## src/rtl/mem_arbiter_if.sv

```systemverilog
// mem_arbiter_if: icache, dcache and memory-side signals of the tagged memory arbiter
interface mem_arbiter_if;
  logic [1:0]  icache2arb_command;
  logic [31:0] icache2arb_addr;
  logic [3:0]  arb2icache_response;
  logic [63:0] arb2icache_data;
  logic [3:0]  arb2icache_tag;
  logic [1:0]  dcache2arb_command;
  logic [31:0] dcache2arb_addr;
  logic [63:0] dcache2arb_data;
  logic [3:0]  arb2dcache_response;
  logic [63:0] arb2dcache_data;
  logic [3:0]  arb2dcache_tag;
  logic [1:0]  proc2mem_command;
  logic [31:0] proc2mem_addr;
  logic [63:0] proc2mem_data;
  logic [3:0]  mem2proc_response;
  logic [63:0] mem2proc_data;
  logic [3:0]  mem2proc_tag;
  logic [1:0]  arb_grant;
  modport slave (
    input  icache2arb_command, icache2arb_addr, dcache2arb_command, dcache2arb_addr, dcache2arb_data,
           mem2proc_response, mem2proc_data, mem2proc_tag,
    output arb2icache_response, arb2icache_data, arb2icache_tag,
           arb2dcache_response, arb2dcache_data, arb2dcache_tag,
           proc2mem_command, proc2mem_addr, proc2mem_data, arb_grant
  );
  modport master (
    output icache2arb_command, icache2arb_addr, dcache2arb_command, dcache2arb_addr, dcache2arb_data,
           mem2proc_response, mem2proc_data, mem2proc_tag,
    input  arb2icache_response, arb2icache_data, arb2icache_tag,
           arb2dcache_response, arb2dcache_data, arb2dcache_tag,
           proc2mem_command, proc2mem_addr, proc2mem_data, arb_grant
  );
endinterface

```

## src/rtl/mem_arbiter.sv

```systemverilog
// mem_arbiter: shares one tagged memory port between icache and dcache; MEM_ARB_ROUND_ROBIN_EN alternates grants on contention
module mem_arbiter #(
  parameter int NUM_TAGS        = 15,
  parameter int MAX_OUTSTANDING = 8
) (
  input logic          clock,
  input logic          reset,
  mem_arbiter_if.slave bus
);
  localparam int CW = $clog2(MAX_OUTSTANDING + 1);
  localparam logic [1:0] BUS_NONE  = 2'd0;
  localparam logic [1:0] BUS_LOAD  = 2'd1;
  localparam logic [1:0] BUS_STORE = 2'd2;
  logic [NUM_TAGS:0] r_valid;
  logic [NUM_TAGS:0] r_owner;
  logic [CW-1:0]     r_icnt;
  logic [CW-1:0]     r_dcnt;
  logic              w_i_elig;
  logic              w_d_elig;
  logic              w_gnt_i;
  logic              w_gnt_d;
  logic              w_acc;
  logic              w_done;
  logic              w_own;
  logic [1:0]        w_cmd;
  logic [3:0]        w_tag;
  assign w_i_elig = bus.icache2arb_command != BUS_NONE &&
                    (bus.icache2arb_command == BUS_STORE || r_icnt < CW'(MAX_OUTSTANDING));
  assign w_d_elig = bus.dcache2arb_command != BUS_NONE &&
                    (bus.dcache2arb_command == BUS_STORE || r_dcnt < CW'(MAX_OUTSTANDING));
`ifdef MEM_ARB_ROUND_ROBIN_EN
  logic r_last_d;
  assign w_gnt_d = w_d_elig && (!w_i_elig || !r_last_d);
  // remember the most recent winner so contention alternates
  always_ff @(posedge clock or posedge reset)
    if (reset) r_last_d <= 1'b0;
    else if (w_gnt_i || w_gnt_d) r_last_d <= w_gnt_d;
`else
  assign w_gnt_d = w_d_elig;
`endif
  assign w_gnt_i = w_i_elig && !w_gnt_d;
  assign w_cmd   = w_gnt_d ? bus.dcache2arb_command : w_gnt_i ? bus.icache2arb_command : BUS_NONE;
  assign w_tag   = bus.mem2proc_tag;
  assign w_done  = w_tag != 4'd0 && w_tag <= 4'(NUM_TAGS) && r_valid[w_tag];
  assign w_own   = r_owner[w_tag];
  assign w_acc   = w_cmd == BUS_LOAD && bus.mem2proc_response != 4'd0 &&
                   bus.mem2proc_response <= 4'(NUM_TAGS);
  assign bus.arb_grant           = {w_gnt_d, w_gnt_i};
  assign bus.proc2mem_command    = w_cmd;
  assign bus.proc2mem_addr       = w_gnt_d ? bus.dcache2arb_addr : w_gnt_i ? bus.icache2arb_addr : '0;
  assign bus.proc2mem_data       = w_gnt_d ? bus.dcache2arb_data : '0;
  assign bus.arb2icache_response = w_gnt_i ? bus.mem2proc_response : '0;
  assign bus.arb2dcache_response = w_gnt_d ? bus.mem2proc_response : '0;
  assign bus.arb2icache_tag      = w_done && !w_own ? w_tag : '0;
  assign bus.arb2icache_data     = w_done && !w_own ? bus.mem2proc_data : '0;
  assign bus.arb2dcache_tag      = w_done && w_own ? w_tag : '0;
  assign bus.arb2dcache_data     = w_done && w_own ? bus.mem2proc_data : '0;
  // owner table and per-requester load counters; a new accept on a completing tag wins
  always_ff @(posedge clock or posedge reset)
    if (reset) begin
      r_valid <= '0;
      r_owner <= '0;
      r_icnt  <= '0;
      r_dcnt  <= '0;
    end else begin
      if (w_done) r_valid[w_tag] <= 1'b0;
      if (w_acc) begin
        r_valid[bus.mem2proc_response] <= 1'b1;
        r_owner[bus.mem2proc_response] <= w_gnt_d;
      end
      r_icnt <= r_icnt + CW'(w_acc && w_gnt_i) - CW'(w_done && !w_own);
      r_dcnt <= r_dcnt + CW'(w_acc && w_gnt_d) - CW'(w_done && w_own);
    end
endmodule

```

## src/flat_wrapper.sv

```systemverilog
// flat-port wrapper written by rule: the top's interface ports become plain ports
module mem_arbiter_flat 
#(
  parameter int NUM_TAGS        = 15,
  parameter int MAX_OUTSTANDING = 8
)
  (clock, reset, bus_icache2arb_command, bus_icache2arb_addr, bus_dcache2arb_command, bus_dcache2arb_addr, bus_dcache2arb_data, bus_mem2proc_response, bus_mem2proc_data, bus_mem2proc_tag, bus_arb2icache_response, bus_arb2icache_data, bus_arb2icache_tag, bus_arb2dcache_response, bus_arb2dcache_data, bus_arb2dcache_tag, bus_proc2mem_command, bus_proc2mem_addr, bus_proc2mem_data, bus_arb_grant);
  mem_arbiter_if bus_i ();
  input logic clock;
  input logic reset;
  input wire logic [$bits(bus_i.icache2arb_command)-1:0] bus_icache2arb_command;
  input wire logic [$bits(bus_i.icache2arb_addr)-1:0] bus_icache2arb_addr;
  input wire logic [$bits(bus_i.dcache2arb_command)-1:0] bus_dcache2arb_command;
  input wire logic [$bits(bus_i.dcache2arb_addr)-1:0] bus_dcache2arb_addr;
  input wire logic [$bits(bus_i.dcache2arb_data)-1:0] bus_dcache2arb_data;
  input wire logic [$bits(bus_i.mem2proc_response)-1:0] bus_mem2proc_response;
  input wire logic [$bits(bus_i.mem2proc_data)-1:0] bus_mem2proc_data;
  input wire logic [$bits(bus_i.mem2proc_tag)-1:0] bus_mem2proc_tag;
  output wire logic [$bits(bus_i.arb2icache_response)-1:0] bus_arb2icache_response;
  output wire logic [$bits(bus_i.arb2icache_data)-1:0] bus_arb2icache_data;
  output wire logic [$bits(bus_i.arb2icache_tag)-1:0] bus_arb2icache_tag;
  output wire logic [$bits(bus_i.arb2dcache_response)-1:0] bus_arb2dcache_response;
  output wire logic [$bits(bus_i.arb2dcache_data)-1:0] bus_arb2dcache_data;
  output wire logic [$bits(bus_i.arb2dcache_tag)-1:0] bus_arb2dcache_tag;
  output wire logic [$bits(bus_i.proc2mem_command)-1:0] bus_proc2mem_command;
  output wire logic [$bits(bus_i.proc2mem_addr)-1:0] bus_proc2mem_addr;
  output wire logic [$bits(bus_i.proc2mem_data)-1:0] bus_proc2mem_data;
  output wire logic [$bits(bus_i.arb_grant)-1:0] bus_arb_grant;
  assign bus_i.icache2arb_command = bus_icache2arb_command;
  assign bus_i.icache2arb_addr = bus_icache2arb_addr;
  assign bus_i.dcache2arb_command = bus_dcache2arb_command;
  assign bus_i.dcache2arb_addr = bus_dcache2arb_addr;
  assign bus_i.dcache2arb_data = bus_dcache2arb_data;
  assign bus_i.mem2proc_response = bus_mem2proc_response;
  assign bus_i.mem2proc_data = bus_mem2proc_data;
  assign bus_i.mem2proc_tag = bus_mem2proc_tag;
  assign bus_arb2icache_response = bus_i.arb2icache_response;
  assign bus_arb2icache_data = bus_i.arb2icache_data;
  assign bus_arb2icache_tag = bus_i.arb2icache_tag;
  assign bus_arb2dcache_response = bus_i.arb2dcache_response;
  assign bus_arb2dcache_data = bus_i.arb2dcache_data;
  assign bus_arb2dcache_tag = bus_i.arb2dcache_tag;
  assign bus_proc2mem_command = bus_i.proc2mem_command;
  assign bus_proc2mem_addr = bus_i.proc2mem_addr;
  assign bus_proc2mem_data = bus_i.proc2mem_data;
  assign bus_arb_grant = bus_i.arb_grant;
  mem_arbiter #(.NUM_TAGS(NUM_TAGS), .MAX_OUTSTANDING(MAX_OUTSTANDING)) u_core (.clock(clock), .reset(reset), .bus(bus_i));
endmodule
```

## config.mk

```make
export PLATFORM = sky130hd
export DESIGN_NAME = mem_arbiter_flat
export DESIGN_NICKNAME = d
export VERILOG_FILES = /design/src/rtl/mem_arbiter_if.sv /design/src/rtl/mem_arbiter.sv /design/src/flat_wrapper.sv
export SDC_FILE = /design/constraint.sdc
export NUM_CORES = 1
export LEC_CHECK = 0
export ABC_AREA = 1
export BUFFER_PORTS_ARGS = -buffer_cell sky130_fd_sc_hd__buf_2
export CORE_AREA = 4 4 171 173
export DETAILED_ROUTE_END_ITERATION = 10
export DIE_AREA = 0 0 175 177
export GPL_ROUTABILITY_DRIVEN = 0
export PLACE_DENSITY = 0.53
export SLEW_MARGIN = 20
export SYNTH_ARGS = -nofsm -noshare
export SYNTH_HDL_FRONTEND = slang
export SYNTH_SLANG_ARGS = --single-unit
```

## constraint.sdc

```tcl
create_clock -name clock -period 2.45 [get_ports clock]
set_input_delay 0.1225 -clock clock [delete_from_list [all_inputs] [get_ports clock]]
set_output_delay 0.1225 -clock clock [all_outputs]
set_load 0.03 [all_outputs]
```

### Word level (Yosys, flattened, before mapping)

Cells that the tools add are included.

* register bits: 40
* input port bits: 206
* output and inout port bits: 244
* word-level logic and storage cells: 65

* add/subtract/negate cells: 4
* magnitude comparators: 8
* equal/unequal tests: 3
* mux-type cells: 22
* bitwise logic cells: 3
* reductions and logical operators: 21

Operator list (number)
* 64-bit 2-to-1 mux: 3
* 32-bit 2-to-1 mux: 2
* 16-bit 2-to-1 mux: 2
* 16-bit AND: 1
* 16-bit bitwise mux: 1
* 4-bit 2-to-1 mux: 4
* 16-bit inverter: 1
* 16-bit OR: 1
* 1-bit logical AND: 13
* 4-bit by 5-bit less-than comparator with 1-bit output (second input constant): 2
* 4-bit by 1-bit adder with 4-bit output: 2
* 1-bit binary-select mux with 4-bit select: 2
* 1-bit demux with 4-bit select: 2
* 4-bit by 1-bit greater-or-equal comparator with 1-bit output (second input constant): 2
* 4-bit less-or-equal comparator (second input constant): 2
* 4-bit less-than comparator (second input constant): 2
* 4-bit nonzero test: 2
* 4-bit by 1-bit subtractor with 4-bit output: 2
* 2-bit equality test (second input constant): 2
* 1-bit 2-to-1 mux: 4
* 2-bit 2-to-1 mux: 2
* 2-bit nonzero test: 2
* 2-bit by 1-bit equality test with 1-bit output (second input constant): 1
* 1-bit logical NOT: 2
* 1-bit logical OR: 2

### Depth between registers and ports, before layout

Gate-level depths: netlist (run 1).

* depth in word-level cells: 13
* depth in mapped cells: 20

### Worst setup path before layout (run 1)

OpenSTA, ideal clock, no wires.

* kind: reg-to-reg
* start: register u_core.r_valid[3]
* end: register u_core.r_icnt[2]
* setup time: 0.123 ns
* data arrival time: 2.271 ns
* required time: 2.327 ns
* setup slack: 0.057 ns
* cell stages (with the launch flop): 19
* path through: dfrtp_1 nand2_1 nand2_1 nand2_1 nand2_1 nand2_1 nand2_1 inv_1 nand2_1 nand3_2 buf_2 buf_2 inv_1 ha_1 inv_1 ha_1 inv_1 fa_1 xnor2_1

* word-level cells in the longest chain between the ends: 5

RTL lines
* start, declared: line mem_arbiter.sv:14 `logic [NUM_TAGS:0] r_valid;`
* start signal, assigned: line mem_arbiter.sv:61 `r_valid <= '0;`
* start signal, assigned by index: line mem_arbiter.sv:66 `if (w_done) r_valid[w_tag] <= 1'b0;`
* start signal, assigned by index: line mem_arbiter.sv:68 `r_valid[bus.mem2proc_response] <= 1'b1;`
* 1-bit binary-select mux with 4-bit select: line mem_arbiter.sv:44 `assign w_done = w_tag != 4'd0 && w_tag <= 4'(NUM_TAGS) && r_valid[w_tag];`
* 1-bit 2-to-1 mux (implied by the code): line mem_arbiter.sv:44
* 1-bit logical AND: line mem_arbiter.sv:44
* 1-bit logical AND: line mem_arbiter.sv:71 `r_icnt <= r_icnt + CW'(w_acc && w_gnt_i) - CW'(w_done && !w_own);`
* 4-bit by 1-bit subtractor with 4-bit output: line mem_arbiter.sv:71
* end signal, assigned: line mem_arbiter.sv:71
* end, declared: line mem_arbiter.sv:16 `logic [CW-1:0] r_icnt;`

Every way passes these cells. The select of a mux whose other input is x is not followed.
A chain may end at the register's enable or synchronous reset.

### Worst setup path in the final report (run 1)

* start: register u_core.r_dcnt[3]
* end: output bus_proc2mem_addr[24]

* word-level cells in the longest chain between the ends: 7

RTL lines
* start, declared: line mem_arbiter.sv:17 `logic [CW-1:0] r_dcnt;`
* start signal, assigned: line mem_arbiter.sv:72 `r_dcnt <= r_dcnt + CW'(w_acc && w_gnt_d) - CW'(w_done && w_own);`
* 4-bit less-than comparator (*): line mem_arbiter.sv:30 `(bus.dcache2arb_command == BUS_STORE || r_dcnt < CW'(MAX_OUTSTANDING));`
* 1-bit logical OR (*): line mem_arbiter.sv:30
* 1-bit logical AND (*): line mem_arbiter.sv:29 `assign w_d_elig = bus.dcache2arb_command != BUS_NONE &&`
* 1-bit logical NOT: line mem_arbiter.sv:41 `assign w_gnt_i = w_i_elig && !w_gnt_d;`
* 1-bit logical AND: line mem_arbiter.sv:41
* 32-bit 2-to-1 mux: line mem_arbiter.sv:50 `assign bus.proc2mem_addr = w_gnt_d ? bus.dcache2arb_addr : w_gnt_i ? bus.icache2arb_addr : '0;`
* 32-bit 2-to-1 mux (*): line mem_arbiter.sv:50
* end, declared: line flat_wrapper.sv:26 `output wire logic [$bits(bus_i.proc2mem_addr)-1:0] bus_proc2mem_addr;`

Every way passes the cells marked *; elsewhere a longest branch is shown, timed or not.

==> flow_summary.ini, run 1 <==
[status]
outcome = finished, violations left
violations = negative hold slack

[timing]
max-slew-margin-rel_pct = 55.1
post-route-period-util_pct = 92.6
hold_slack_ns = -0.0176
rsz0062_at_grt = no
finalSetupTns_ns = 0
layout_min_cycle_time_ns = 2.27
hold_viol = 40
worstMarginPinSlew_ns = 0.673
drv_slew = 0
clock.fmax_ghz = 0.441
fin_skew_ns = 0.00639
setup_violations = 0

[floorplanning]
fp.dieW_um = 175
row_count = 61
ios = 450
die_y_um = 177
initial_core_util_pct = 14.7
core_mm2 = 0.0276
dieArea_mm2 = 0.0310

[final_layout]
n_fill_cell = 3247
drive_above_1_share_pct = 40.1
areaGrowthSynthToFinish_pct = 69.0
final_area_mm2 = 0.00686
nets = 1388

[route]
first_iter_violations = 271
antenna_left = 0
wl_per_cell_um = 17.2
vias = 6114
routed_wl_mm = 26.8
firstDrtPassIters = 4
post-route-drc-count = 0
viasPerCell = 3.94

[clock_network]
cts_setup_buffers = 0
htreeDepth = 2
cts_sinks = 40
tritoncts = done
clockRootBuffer = clkbuf_16
holdBufCountCts = 0
post_cts_resize_count = 0
clkTransAtPathRegs_ns = 0.06
clockBufferDepth = 2
cts_buffers = 5
clock_latency_ns = 0.28

[placed_design]
place.port_buffers = 449
dp_hpwl_mm = 24.1
place_area_mm2 = 0.00671

[synthesis]
yosys_most_used_dff = dfrtp_1
synth.cell_area_mm2 = 0.00406
synth-edff-count = 0
yosys-top-cells-count = nor2_1 (235), inv_1 (174), nand2_1 (160), dfrtp_1 (40), a22o_1 (32)
synth.top_cell.area_share_pct = 24.6
synthCells = 747
synth_most_common_cell = nor2_1
ys_seq_area_share_pct = 24.6
synth.distinct_cells = 23
ys_async_sr_fraction_pct = 100
ys_top_cells_by_area = dfrtp_1 (25%), nor2_1 (22%), inv_1 (16%)
syn_nets = 963
synth-seq-cells = 40
synth_area_leader_cell = dfrtp_1
ys_warn_count = 0
synth.avg_cell_area_um2 = 5.44

[power_and_ir_drop]
power_density_mw_per_mm2 = 742
vdd_drop_max_uv = 284
p_leak_nw = 4.81

[critical_path]
cp.arrival_ns = 2.15
critPathMaxFanout = 28
path_cells = nand2_1 > o21ai_4 > nand2_1 > buf_4 > inv_1 > buf_12 > a22o_1 > buf_2
crit_required_ns = 2.33
critPathSlowestCell = dfrtp_1
max_stage_delay_ns = 0.38
critical_path_class = reg2out
startpoint_type = flip-flop
r2r_slack_ns = 0.25
crit_path_end_kind = output port
crit_top_cell = nand2_1

[global_routing]
gr-usage-all-layers_pct = 16.1
grt_max_degree = 69
grt_first_pass_wirelength_mm = 37.6
grt_pass1_vias = 5932
antenna_found_initial = 15
grt-ovfl-total = 0

[job]
max-cap-violations = 0

[min_path]
hold_path_class = in2async
-- metal layers --
layer	share of wire, %	global-route usage, %
met5	0.23	0
met4	3.4	5.17
met3	8.4	3.93
met2	54	32.1
met1	34	16.4
-- layout make-up --
cell class                 instances  area (um^2)  share of cell area [%]
tap                              378          473                    6.89
inverter                         176          661                    9.62
multi-input combinational        489         2220                    32.4
timing repair buffer             460         2360                    34.4
antenna                            2         5.00                  0.0729
clock inverter                     1         8.76                   0.128
clock buffer                       7          133                    1.93
sequential                        40         1000                    14.6
-- path summary, 6_finish.rpt --
check                                    startpoint                     to  depth (start not counted)
setup / recovery                   u_core.r_dcnt[3]  bus_proc2mem_addr[24]                          8
hold / removal                                reset       u_core.r_icnt[2]                          3
setup reg to reg                   u_core.r_dcnt[3]       u_core.r_dcnt[2]                         12
hold reg to reg                   u_core.r_valid[0]      u_core.r_valid[0]                          0
max in group asynchronous                     reset      u_core.r_valid[5]                          3
min in group clock         bus_mem2proc_response[0]      u_core.r_owner[2]                          4
-- placed cells by master (no fill, tap or decap), drive strengths merged --
| cell type | count |
|---|---|
| a22o | 32 |
| nand4 | 11 |
| xnor2 | 4 |
| o21ai | 13 |
| fa | 2 |
| nand2 | 160 |
| ha | 8 |
| buf | 460 |
| a21oi | 2 |
| nand3 | 18 |
| diode | 2 |
| nor3 | 2 |
| clkinv | 2 |
| inv | 175 |
| clkbuf | 7 |
| xor2 | 2 |
| nor2 | 235 |
| dfrtp | 40 |
-- registers in the layout, summed over array words and instances (netlist names) --
name,count
u_core.r_dcnt,4
u_core.r_icnt,4
u_core.r_owner,16
u_core.r_valid,16
-- cell families after synthesis --
family | synth area share, %
AOI/OAI and AO/OA | 8.84
xor gates and xnor gates | 1.29
adders and majority gates | 3.45
DFF | 24.6
and+or+nand+nor | 40.9
buffers and inverters | 20.9
-- metrics by stage --
step                worst slack (ns)  power [W]  std cells  util [%]
floorplan                     0.0568    0.00335        747         -
global placement               0.169    0.00449       1543      24.3
detailed placement             0.202    0.00452       1543      24.3
CTS                           0.0865    0.00518       1551      24.8
global route                 0.00969    0.00549       1552      24.8
finish                         0.182    0.00510       1553      24.8
-- power breakdown --
part | internal [W] | leakage, nW | switching (W) | total [W]
Clock | 0.000380 | 0.0681 | 0.000257 | 0.000637
Sequential | 0.000917 | 0.510 | 0.000176 | 0.00109
Combinational | 0.00101 | 4.23 | 0.00235 | 0.00337
Total | 0.00231 | 4.81 | 0.00278 | 0.00510
-- worst max-delay path, delay by kind of cell, from the launching register on --
kind                   cells  cell delay, ns
flip-flops                 1            0.38
AO/OA/AOI/OAI              2            0.38
AND/OR/NAND/NOR            2            0.24
buffers and inverters      4            0.85
No activity file was read; power rests on OpenSTA's default activity.
==> run 2, diff against run 1 <==
--- a/config.mk
+++ b/config.mk
@@ -5,13 +5,12 @@
 export SDC_FILE = /design/constraint.sdc
 export NUM_CORES = 1
 export LEC_CHECK = 0
-export ABC_AREA = 1
 export BUFFER_PORTS_ARGS = -buffer_cell sky130_fd_sc_hd__buf_2
-export CORE_AREA = 4 4 171 173
+export CORE_AREA = 4 4 175 177
 export DETAILED_ROUTE_END_ITERATION = 10
-export DIE_AREA = 0 0 175 177
+export DIE_AREA = 0 0 179 181
 export GPL_ROUTABILITY_DRIVEN = 0
-export PLACE_DENSITY = 0.53
+export PLACE_DENSITY = 0.55
 export SLEW_MARGIN = 20
 export SYNTH_ARGS = -nofsm -noshare
 export SYNTH_HDL_FRONTEND = slang
==> run 2 against run 1 <==
  * The run ends with negative hold slack, negative setup slack left
  * Hold slack better by 0.0018 ns
  * Register-to-register slack lost 0.29 ns
  * Largest power group unchanged
  * Sequential cell count unchanged
  * Global-route usage fell by 2.4 points
  * Combinational power rose by 34%
  * Critical endpoint is now u_core.r_dcnt[2]
  * Largest cell class is now multi-input gates
==> flow_summary.ini, run 2 <==
[timing]
post-route-period-util_pct = 102
hold_slack_ns = -0.0158
layout_min_cycle_time_ns = 2.49
clock.fmax_ghz = 0.402
finalSetupTns_ns = -0.125
rsz0062_at_grt = yes
setup_violations = 16
max-slew-margin-rel_pct = 59.8
worstMarginPinSlew_ns = 0.600
hold_viol = 29
fin_skew_ns = 0.00538
drv_slew = 0
fin_ws_ns = -0.0371

[power_and_ir_drop]
p_sw_share_pct = 51.6
p_leak_nw = 4.09
netSwitchingPower_w = 0.00337
internal_power_w = 0.00316
vdd_drop_max_uv = 429
p_comb_share_pct = 69.2
power_density_mw_per_mm2 = 840
seqPwrFrac_pct = 16.3
p_clk_share_pct = 14.5

[critical_path]
crit_family = adder cells
crit_path_end_kind = flip-flop
path_cells = mux4_2 > a22oi_2 > and3_4 > nor3_2 > ha_2 > inv_2 > ha_4 > inv_1 > fa_1 > xnor2_1
worst-path-buf-inv = 2
critPathSlowestCell = mux4_2
critical_path_class = reg2reg
max_stage_delay_ns = 0.50
critPathMaxFanout = 3
startpoint_type = flip-flop
cp.arrival_ns = 2.66
crit_required_ns = 2.62

[global_routing]
antenna_found_initial = 3
met2_usage_pct = 25.3
grt_use_met3_pct = 2.76
gr-usage-met1_pct = 15.5
grt_first_pass_wirelength_mm = 34.8
gr-usage-all-layers_pct = 13.7
grt_pass1_vias = 5821
grt_max_degree = 102
busiest_layer = met2
grt-ovfl-total = 0

[final_layout]
multi_input_area_mm2 = 0.00334
seqCellArea_mm2 = 0.00100
nets = 1194
layout.cells.non_filler = 1371
final_cell_mix = buf_2 (449), nand2_1 (88), nor3_2 (84)
layout_commonest_cell = buf_2
final_area_mm2 = 0.00777
n_fill_cell = 3184
reg.largest.list = u_core.r_owner: 16 flops, u_core.r_valid: 16 flops
drive_above_1_share_pct = 62.9
areaGrowthSynthToFinish_pct = 63.2

[floorplanning]
row_count = 63
fp.dieW_um = 179
core_mm2 = 0.0292
die_y_um = 181
initial_core_util_pct = 16.3
ios = 450
dieArea_mm2 = 0.0324

[synthesis]
synth.top_cell.area_share_pct = 21.0
synth-edff-count = 0
ys_warn_count = 0
synth.distinct_cells = 47
synthCells = 563
ys_async_sr_fraction_pct = 100
ys_seq_area_share_pct = 21.0
yosys_most_used_dff = dfrtp_1
synth_most_common_cell = nand2_1
synth_area_leader_cell = dfrtp_1
synth-seq-cells = 40
synth.avg_cell_area_um2 = 8.46
ys_top_cells_by_area = dfrtp_1 (21%), nor3_2 (18%), and2_1 (9.5%)
syn_nets = 779
synth.cell_area_mm2 = 0.00476
yosys-top-cells-count = nand2_1 (92), nor3_2 (85), and2_1 (72), nor3_1 (45), dfrtp_1 (40)

[clock_network]
htreeDepth = 2
cts_buffers = 5
clkTransAtPathRegs_ns = 0.06
holdBufCountCts = 0
clockBufferDepth = 2
clockRootBuffer = clkbuf_16
clock_latency_ns = 0.28
tritoncts = done
cts_sinks = 40

[route]
viasPerCell = 4.31
firstDrtPassIters = 4
wl_per_cell_um = 18.1
first_iter_violations = 165
vias = 5904
post-route-drc-count = 0
antenna_left = 0
routed_wl_mm = 24.8

[placed_design]
dp_hpwl_mm = 20.4
dpl.cell_count = 1353
place.port_buffers = 449
pre_cts_slack_ns = -0.160
place_area_mm2 = 0.00730

[job]
max-cap-violations = 0

[min_path]
hold_path_class = in2async

[status]
violations = negative hold slack, negative setup slack
outcome = finished, violations left
## run 2: layout make-up
| class | instances | area share (%) |
|---|---|---|
| Clock inverter | 3 | 1.16 |
| Inverter | 15 | 0.724 |
| Tap cell | 390 | 6.28 |
| Multi-Input combinational cell | 439 | 43.0 |
| Timing Repair Buffer | 477 | 34.3 |
| Sequential cell | 40 | 12.9 |
| Antenna cell | 2 | 0.0644 |
| Clock buffer | 5 | 1.61 |
## run 2: final timing paths
check                                    startpoint                 end  slack (ns)  cells after the start
min in group clock         bus_mem2proc_response[1]  u_core.r_valid[11]        0.25                      3
max                               u_core.r_valid[3]    u_core.r_dcnt[2]       -0.04                     10
max reg2reg                       u_core.r_valid[3]    u_core.r_dcnt[2]       -0.04                     10
max in group asynchronous                     reset   u_core.r_valid[1]        2.11                      3
min reg2reg                       u_core.r_owner[0]   u_core.r_owner[0]        0.37                      0
min                                           reset    u_core.r_dcnt[3]       -0.02                      3
## run 2: kinds of logic (layout without fill, tap and decap cells)
logic type / after synthesis / after routing / share of synthesized area, %
AOI/OAI and AO/OA: 70 / 70 / 11.7
xor gates and xnor gates: 6 / 6 / 1.10
adders and majority gates: 10 / 10 / 2.94
buffers and inverters: 84 / 500 / 11.2
DFF: 40 / 40 / 21.0
muxes: 23 / 23 / 7.33
other: 0 / 2 / 0
and+or+nand+nor: 330 / 330 / 44.7
## run 2: tightest hold or removal path: stages
cell,delay (ns)
buf_2,0.12
inv_1,0.05
buf_4,0.42
## run 2: what timing repair did
action / 4_1_cts / 5_1_grt
setup buffers: 1 / 0
gates cloned: 2 / 5
pin swaps: 5 / 3
resized for setup: 12 / 14
setup endpoints to repair: 139 / 139
## run 2: power groups by stage
stage	registers [W]	logic, W	clock network, W
after floorplan	0.00101	0.00324	0
after global placement	0.00108	0.00416	0
after detailed placement	0.00107	0.00421	0
after CTS	0.00106	0.00438	0.000956
after global routing	0.00109	0.00482	0.000985
final	0.00106	0.00452	0.000948
## run 2: metal layers
layer	wire length, um	up-vias
met2	12400	331
li1	-	2783
met4	825	2
met5	12	-
met1	9440	2754
met3	2130	34
## run 2: stage by stage
step / util, % / total power, W / hold WS, ns
finish: 26.6 / 0.00653 / -0.0158
global route: 26.6 / 0.00690 / 0.0555
CTS: 26.1 / 0.00640 / 0.0218
detailed placement: 25.0 / 0.00528 / 0.322
global placement: 25.0 / 0.00523 / 0.325
floorplan: - / 0.00425 / 0.340
